File: src/rtl/instr_mem_pkg.sv
// Shared types and default sizing for the loadable instruction memory.
// Imported by the memory top level and its RAM.
package instr_mem_pkg;

    typedef enum logic {
        ST_RUN,
        ST_LOAD
    } state_e;

    localparam int DEF_DATA_W = 8;
    localparam int DEF_ADDR_W = 8;
    localparam int DEF_DEPTH  = 256;

endpackage

File: src/rtl/instr_ram.sv
// Single-port-write, single-port-read RAM with a registered read output.
// Only the read register is reset; the array keeps its contents.
module instr_ram
    import instr_mem_pkg::*;
#(
    parameter int DATA_W = DEF_DATA_W,
    parameter int DEPTH  = DEF_DEPTH,
    parameter int AW     = $clog2(DEPTH)
) (
    input  logic              clk_i,
    input  logic              rst_i,
    input  logic              we_i,
    input  logic [AW-1:0]     waddr_i,
    input  logic [DATA_W-1:0] wdata_i,
    input  logic              re_i,
    input  logic [AW-1:0]     raddr_i,
    output logic [DATA_W-1:0] rdata_o
);

    logic [DATA_W-1:0] mem_q [DEPTH];
    logic [DATA_W-1:0] rdata_q;

    always_ff @(posedge clk_i) begin
        if (we_i) begin
            mem_q[waddr_i] <= wdata_i;
        end
    end

    // Read register holds its value when no read is issued.
    always_ff @(posedge clk_i) begin
        if (rst_i) begin
            rdata_q <= '0;
        end else if (re_i) begin
            rdata_q <= mem_q[raddr_i];
        end
    end

    assign rdata_o = rdata_q;

endmodule

File: src/rtl/prog_instruction_memory.sv
// Instruction memory with a run-time program-load port and a
// one-cycle registered fetch port for the CPU.
module prog_instruction_memory
    import instr_mem_pkg::*;
#(
    parameter int                 DATA_W     = DEF_DATA_W,
    parameter int                 ADDR_W     = DEF_ADDR_W,
    parameter int                 DEPTH      = DEF_DEPTH,
    parameter logic [DATA_W-1:0]  FILL_VALUE = '0
) (
    input  logic              clk,
    input  logic              reset,
    input  logic              load_start,
    input  logic              load_valid,
    input  logic [DATA_W-1:0] load_data,
    input  logic              load_last,
    output logic              load_ready,
    output logic              load_done,
    output logic [ADDR_W:0]   load_count,
    input  logic              fetch_req,
    input  logic [ADDR_W-1:0] fetch_addr,
    output logic              fetch_ready,
    output logic              instr_valid,
    output logic [DATA_W-1:0] instruction,
    output logic              fetch_err
);

    localparam int RAM_AW = $clog2(DEPTH);
    localparam logic [RAM_AW-1:0] LAST_PTR = RAM_AW'(DEPTH - 1);
    localparam logic [ADDR_W:0]   DEPTH_W  = (ADDR_W + 1)'(DEPTH);
    localparam logic [ADDR_W:0]   ONE_CNT  = (ADDR_W + 1)'(1);

    state_e            state_q, state_d;
    logic [RAM_AW-1:0] ptr_q, ptr_d;
    logic [ADDR_W:0]   beats_q, beats_d;
    logic [ADDR_W:0]   count_q, count_d;
    logic              done_q, done_d;
    logic              valid_q, err_q, fill_q;
    logic              we;
    logic              fetch_acc;
    logic              fetch_oor;
    logic              ram_re;
    logic [DATA_W-1:0] ram_rdata;

    assign load_ready  = (state_q == ST_LOAD);
    assign fetch_ready = (state_q == ST_RUN);

    assign fetch_acc = fetch_req & fetch_ready;
    assign fetch_oor = ({1'b0, fetch_addr} >= DEPTH_W);
    assign ram_re    = fetch_acc & ~fetch_oor;

    always_comb begin
        state_d = state_q;
        ptr_d   = ptr_q;
        beats_d = beats_q;
        count_d = count_q;
        done_d  = 1'b0;
        we      = 1'b0;
        unique case (state_q)
            ST_RUN: begin
                if (load_start) begin
                    state_d = ST_LOAD;
                    ptr_d   = '0;
                    beats_d = '0;
                end
            end
            ST_LOAD: begin
                // A restart discards any beat presented alongside it.
                if (load_start) begin
                    ptr_d   = '0;
                    beats_d = '0;
                end else if (load_valid) begin
                    we      = ~reset;
                    ptr_d   = ptr_q + 1'b1;
                    beats_d = beats_q + ONE_CNT;
                    if (load_last || ptr_q == LAST_PTR) begin
                        state_d = ST_RUN;
                        done_d  = 1'b1;
                        count_d = beats_q + ONE_CNT;
                    end
                end
            end
            default: state_d = ST_RUN;
        endcase
    end

    always_ff @(posedge clk) begin
        if (reset) begin
            state_q <= ST_RUN;
            ptr_q   <= '0;
            beats_q <= '0;
            count_q <= '0;
            done_q  <= 1'b0;
        end else begin
            state_q <= state_d;
            ptr_q   <= ptr_d;
            beats_q <= beats_d;
            count_q <= count_d;
            done_q  <= done_d;
        end
    end

    // fill_q remembers whether the held word is the fill value.
    always_ff @(posedge clk) begin
        if (reset) begin
            valid_q <= 1'b0;
            err_q   <= 1'b0;
            fill_q  <= 1'b0;
        end else begin
            valid_q <= fetch_acc;
            err_q   <= fetch_acc & fetch_oor;
            if (fetch_acc) begin
                fill_q <= fetch_oor;
            end
        end
    end

    instr_ram #(
        .DATA_W (DATA_W),
        .DEPTH  (DEPTH),
        .AW     (RAM_AW)
    ) u_ram (
        .clk_i   (clk),
        .rst_i   (reset),
        .we_i    (we),
        .waddr_i (ptr_q),
        .wdata_i (load_data),
        .re_i    (ram_re),
        .raddr_i (fetch_addr[RAM_AW-1:0]),
        .rdata_o (ram_rdata)
    );

    assign load_done   = done_q;
    assign load_count  = count_q;
    assign instr_valid = valid_q;
    assign fetch_err   = err_q;
    assign instruction = fill_q ? FILL_VALUE : ram_rdata;

endmodule
File: config.mk
export PLATFORM = sky130hd
export DESIGN_NAME = prog_instruction_memory
export DESIGN_NICKNAME = d
export VERILOG_FILES = /design/src/rtl/instr_mem_pkg.sv /design/src/rtl/instr_ram.sv /design/src/rtl/prog_instruction_memory.sv
export SDC_FILE = /design/constraint.sdc
export NUM_CORES = 2
export LEC_CHECK = 0
export CORE_MARGIN = 2
export CORE_UTILIZATION = 41
export DETAILED_ROUTE_END_ITERATION = 6
export SETUP_SLACK_MARGIN = 0.2
export SLEW_MARGIN = 25
export SYNTH_ARGS = -nofsm -noshare
export SYNTH_HDL_FRONTEND = slang
export SYNTH_HIERARCHICAL = 1
export SYNTH_SLANG_ARGS = --single-unit
File: constraint.sdc
create_clock -name clk -period 6.8 [get_ports clk]
set_input_delay 1.36 -clock clk [delete_from_list [all_inputs] [get_ports clk]]
set_output_delay 1.36 -clock clk [all_outputs]
set_load 0.01 [all_outputs]
* Yosys cells after proc, flatten, opt, wreduce, memory -nomap -nowiden
Memories as Yosys holds them, arrays and structs flattened. A register that Yosys moved wholly into a read port is not among the register bits. Cells that the tools add are included.
Word-level totals: register bits 29, bits in writable memories 2048, input bits 22, output and inout port bits 22, logic and storage cells 40, memories 1
Cells by class: add/sub/neg operators 2, equality and inequality tests 3, muxes and demuxes 19, bitwise gates (word level) 5, reductions and logical operators 4
Memories:
- u_ram.mem_q | depth 256, width 8, read ports 1, clocked after memory_dff 1, wr ports 1, RTL line instr_ram.sv:20 | logic [DATA_W-1:0] mem_q [DEPTH];
Operators by type and width (count):
- 9-bit 2-to-1 mux | 3
- 8-bit 2-to-1 mux | 3
- 9-bit case mux with 2 select lines | 1
- 8-bit case mux with 2 select lines | 1
- 1-bit 2-to-1 mux | 10
- 9-bit by 1-bit adder with 9-bit output (second input constant) | 1
- 8-bit by 1-bit adder with 8-bit output (second input constant) | 1
- 8-bit == test (second input constant) | 1
- 1-bit NOT | 4
- 4-bit AND reduction | 1
- 4-bit OR reduction | 1
- 3-bit != test (second input constant) | 1
- 2-bit != test (second input constant) | 1
- 1-bit case mux with 2 select lines | 1
- 2-bit AND reduction | 1
- 1-bit bitwise AND | 1
- 1-bit logical OR | 1

* Logic depth before layout (Yosys ltp)
word-level depth 6, depth in mapped cells 13, depth with buffers taken out 8

* Hierarchy
The synthesis kept the hierarchy.
Modules (own cells, without submodules):
- instr_ram | instances 1, cells an instance 3938, area each 80524.7 um2, seq. area each 61659.1 um2
- prog_instruction_memory | instances 1, cells an instance 148, area each 1370.1 um2, seq. area each 580.6 um2

* Worst setup path before layout
OpenSTA, ideal clock, no wires.
path kind input to register, from in load_start, to mem u_ram/mem_q[234][0] (netlist name), enable pin, library setup time 370 ps, arrival 3392 ps, data required time 6430 ps, setup slack 3037 ps, stages on the path 9, buffers on the path 5, cells stage by stage or2_2 buf_2 buf_2 nor2_1 clkbuf_1 buf_1 nand3_1 clkbuf_1 nor2_1
On the way: longest elaborated chain between the ends 4
Ends and longest elaborated chain:
- start, declared | RTL line prog_instruction_memory.sv:13 | input logic load_start,
- 1-bit 2-to-1 mux | RTL line prog_instruction_memory.sv:69 | if (load_start) begin
- 1-bit 2-to-1 mux | RTL line prog_instruction_memory.sv:59 | unique case (state_q)
- via we | RTL line prog_instruction_memory.sv:39 | logic we;
- 1-bit 2-to-1 mux | RTL line instr_ram.sv:24 | if (we_i) begin
- 1-bit 2-to-1 mux (implied by the code) | RTL line instr_ram.sv:25 | mem_q[waddr_i] <= wdata_i;
- end, declared | RTL line instr_ram.sv:20
The timed path passes the listed nets, and every way through them passes these cells.

==> results.sh <==
export IMPL_fin_skew_ns=0.02996
export IMPL_critical_path_max_stage_delay_ns=1.01
export IMPL_grt_ovfl_total=0
export IMPL_cts_buffers=208
export IMPL_ys_dominant_reg_cell="edfxtp_1"
export IMPL_syn_num_nets=4110
export IMPL_r2r_slack_ns=2.50
export IMPL_layout_commonest_cell="edfxtp_1"
export IMPL_switching_power_w=0.005774
export IMPL_nets=4213
export IMPL_ys_seq_elements=2085
export IMPL_power_frac_seq_pct=52.7
export IMPL_grt_pass1_wl_um=324600
export IMPL_clkPwrFrac_pct=42.5
export IMPL_cts_tree="built"
export IMPL_num_rows=164
export IMPL_clkTransAtPathRegs_ns=0.06
export IMPL_netlist_top_cells_area="edfxtp_1 (75%), mux4_2 (9.7%), mux2i_1 (3.4%)"
export IMPL_finalMaxSlewViolations=0
export IMPL_start_kind="input pin"
export IMPL_dp_hpwl_um=143500
export IMPL_multi_input_area_um2=17880
export IMPL_vias=42510
export IMPL_power_density_nw_per_um2=292.2
export IMPL_initial_utilization_pct=41.14
export IMPL_core_um2=199000
export IMPL_drt_first_pass_iters=7
export IMPL_outcome="complete, but fails checks"
export IMPL_critical_path_class="input pin to flip-flop"
export IMPL_cts_resized=0
export IMPL_crit_top_cell="a2111oi_0"
export IMPL_synth_cell_types=77
export IMPL_n_fill_cell=16590
export IMPL_grt_pass1_vias=41500
export IMPL_synthToLayoutAreaGrowth_pct=12.14
export IMPL_internal_power_w=0.02106
export IMPL_crit_family="compound AO/OA/AOI/OAI gates"
export IMPL_required_ns=7.59
export IMPL_crit_buf_inv=2
export IMPL_drtAntennaViolNets=0
export IMPL_final_period_utilization_pct=73.65
export IMPL_grt_use_total_pct=22.56
export IMPL_p_leak_nw=28.52
export IMPL_pwr_share_comb_pct=4.8
export IMPL_async_reset_ff_share_pct=0
export IMPL_p_sw_share_pct=21.52
export IMPL_cts_setup_buffers=0
export IMPL_ys_seq_area_share_pct=76.00
export IMPL_setup_ws_ns=1.792
export IMPL_synth_top_area_share_pct=75.10
export IMPL_critPathCaptureType="flip-flop"
export IMPL_htreeDepth=4
export IMPL_crit_fanout=57
export IMPL_ioPinCount=44
export IMPL_critPathArrivalTime_ns=5.80
export IMPL_setup_tns_ns=0
export IMPL_die_h_um=450.9
export IMPL_syn_inst=4086
export IMPL_most_common_layout_cells="edfxtp_1 (2,048), mux4_2 (353), nor2_1 (291)"
export IMPL_fin_crit_ns=5.008
export IMPL_crit_path_cell_trace="buf_6, nor2b_4, buf_4, a22o_1, a2111oi_0, a21oi_1, nand4_1, a2111oi_0, a221o_1"
export IMPL_clock_sinks=2085
export IMPL_wl_per_cell_um=33.10
export IMPL_max_freq_mhz=199.7
export IMPL_synth_edf_count=2048
export IMPL_synth_top_area_cell="edfxtp_1"
export IMPL_drive_gt1_share_pct=18.85
export IMPL_finalWirelength_um=232600
export IMPL_rsz0062_at_grt="no"
export IMPL_die_w_um=450.9
export IMPL_slew_headroom_pct=14.92
export IMPL_io_buffers=42
export IMPL_avgViaCountPerCell=6.050
export IMPL_tightest_slew_ns=1.276
export IMPL_finalSetupViolations=0
export IMPL_dr_first_iter_drc_count=5902
export IMPL_dieArea_um2=203300
export IMPL_insertion_delay_ns=0.85
export IMPL_hold_buffers=0
export IMPL_antenna_found_initial=8
export IMPL_cp_slowest_cell="a2111oi_0"
export IMPL_drc_errors=1
export IMPL_yosys_warnings=6
export IMPL_drv_cap=0
export IMPL_hold_viol_final=0
export IMPL_synth_area_um2=81890
export IMPL_peakVddDrop_v=0.0002105
export IMPL_grt_max_degree=189
export IMPL_register_area_um2=62240
export IMPL_clock_path_buffers=3
export IMPL_gp_congestion=0.8933
export IMPL_preCtsSetupSlack_ns=0.9307
export IMPL_synth_avg_cell_area_um2=20.04
export IMPL_cts_root_buf="clkbuf_16"
export IMPL_worst_hold_path_type="flip-flop to flip-flop"
export IMPL_violations="design-rule violations"
==> final timing paths <==
| kind | start | end | cells past startpoint |
|---|---|---|---|
| max reg2reg | ptr_q[0] | u_ram/mem_q[141][2] | 4 |
| min | load_count[1] | load_count[1] | 2 |
| max | fetch_addr[4] | u_ram/rdata_o[4] | 9 |
| min reg2reg | load_count[1] | load_count[1] | 2 |
==> cells in the mapped netlist, drive strengths merged (47+ instances only) <==
cell type	instances
nor2	308
o22ai	99
mux2i	280
a22oi	48
a21oi	60
clkbuf	114
nand3	55
edfxtp	2048
o221ai	49
o21ai	47
buf	138
nand2	125
mux4	392
==> worst reg2reg max path, stage by stage (launching register included) <==
cell and delay (ns):
dfxtp_1 0.85, nor2b_1 1.04, nand4_1 0.88, buf_4 0.53, nor2_1 0.62
==> area by class of cell <==
class,count,share of cell area (%)
antenna,3,0.008174
sequential,2085,67.77
inverter,5,0.02316
clock buffer,266,5.993
timing repair buffer,145,1.674
clock inverter,122,1.441
multi-input combinational,1744,19.47
tap,2656,3.619
==> logic make-up after synthesis <==
| kind of cell | Yosys count | share of synthesized area [%] |
|---|---|---|
| xor gates and xnor gates | 19 | 0.2032 |
| muxes | 674 | 14.41 |
| buffers and inverters | 257 | 2.301 |
| DFF | 2085 | 76.00 |
| and+or+nand+nor | 624 | 3.366 |
| adders and majority gates | 2 | 0.03055 |
| AOI/OAI and AO/OA | 424 | 3.687 |
| other | 1 | 0.004579 |
==> stage by stage <==
stage / cell area (µm²) / instances / utilization [%] / hold WS (ns) / power [W]
CTS: 91800 / 7023 / 46.12 / 0.4969 / 0.02698
finish: 91840 / 7026 / 46.14 / 0.5001 / 0.02684
global placement: 84900 / 6632 / 42.65 / 0.4834 / 0.01567
floorplan: 81890 / 4086 / - / 0.4649 / 0.01506
global route: 91830 / 7024 / 46.14 / 0.5174 / 0.02751
detailed placement: 84970 / 6635 / 42.69 / 0.4848 / 0.01568
==> per-layer routing <==
metal / global-route usage, % / vias to the layer above / routed length (µm) / part of all wire (%)
met3: 5.016 / 418 / 21580 / 9.3
met4: 8.920 / 6 / 9560 / 4.1
li1: - / 17140 / - / -
met1: 31.15 / 22710 / 92880 / 40
met5: 0 / - / 46 / 0.020
met2: 34.90 / 2237 / 108500 / 47
==> state kept, by name, summed over array words and instances, names as in the netlist <==
name,count
u_ram/mem_q,2048
beats_q,9
load_count,9
ptr_q,8
u_ram/rdata_o,8
instr_valid,1
load_done,1
load_ready,1
==> power groups by stage <==
stage / clock (W) / sequential [W] / combinational [W]
global route: 0.0121 / 0.0141 / 0.00133
CTS: 0.0116 / 0.0141 / 0.00128
floorplan: 0 / 0.0144 / 0.000668
detailed placement: 0 / 0.0144 / 0.00128
finish: 0.0114 / 0.0141 / 0.00128
global placement: 0 / 0.0144 / 0.00126
(Power assumes the default switching activity.)
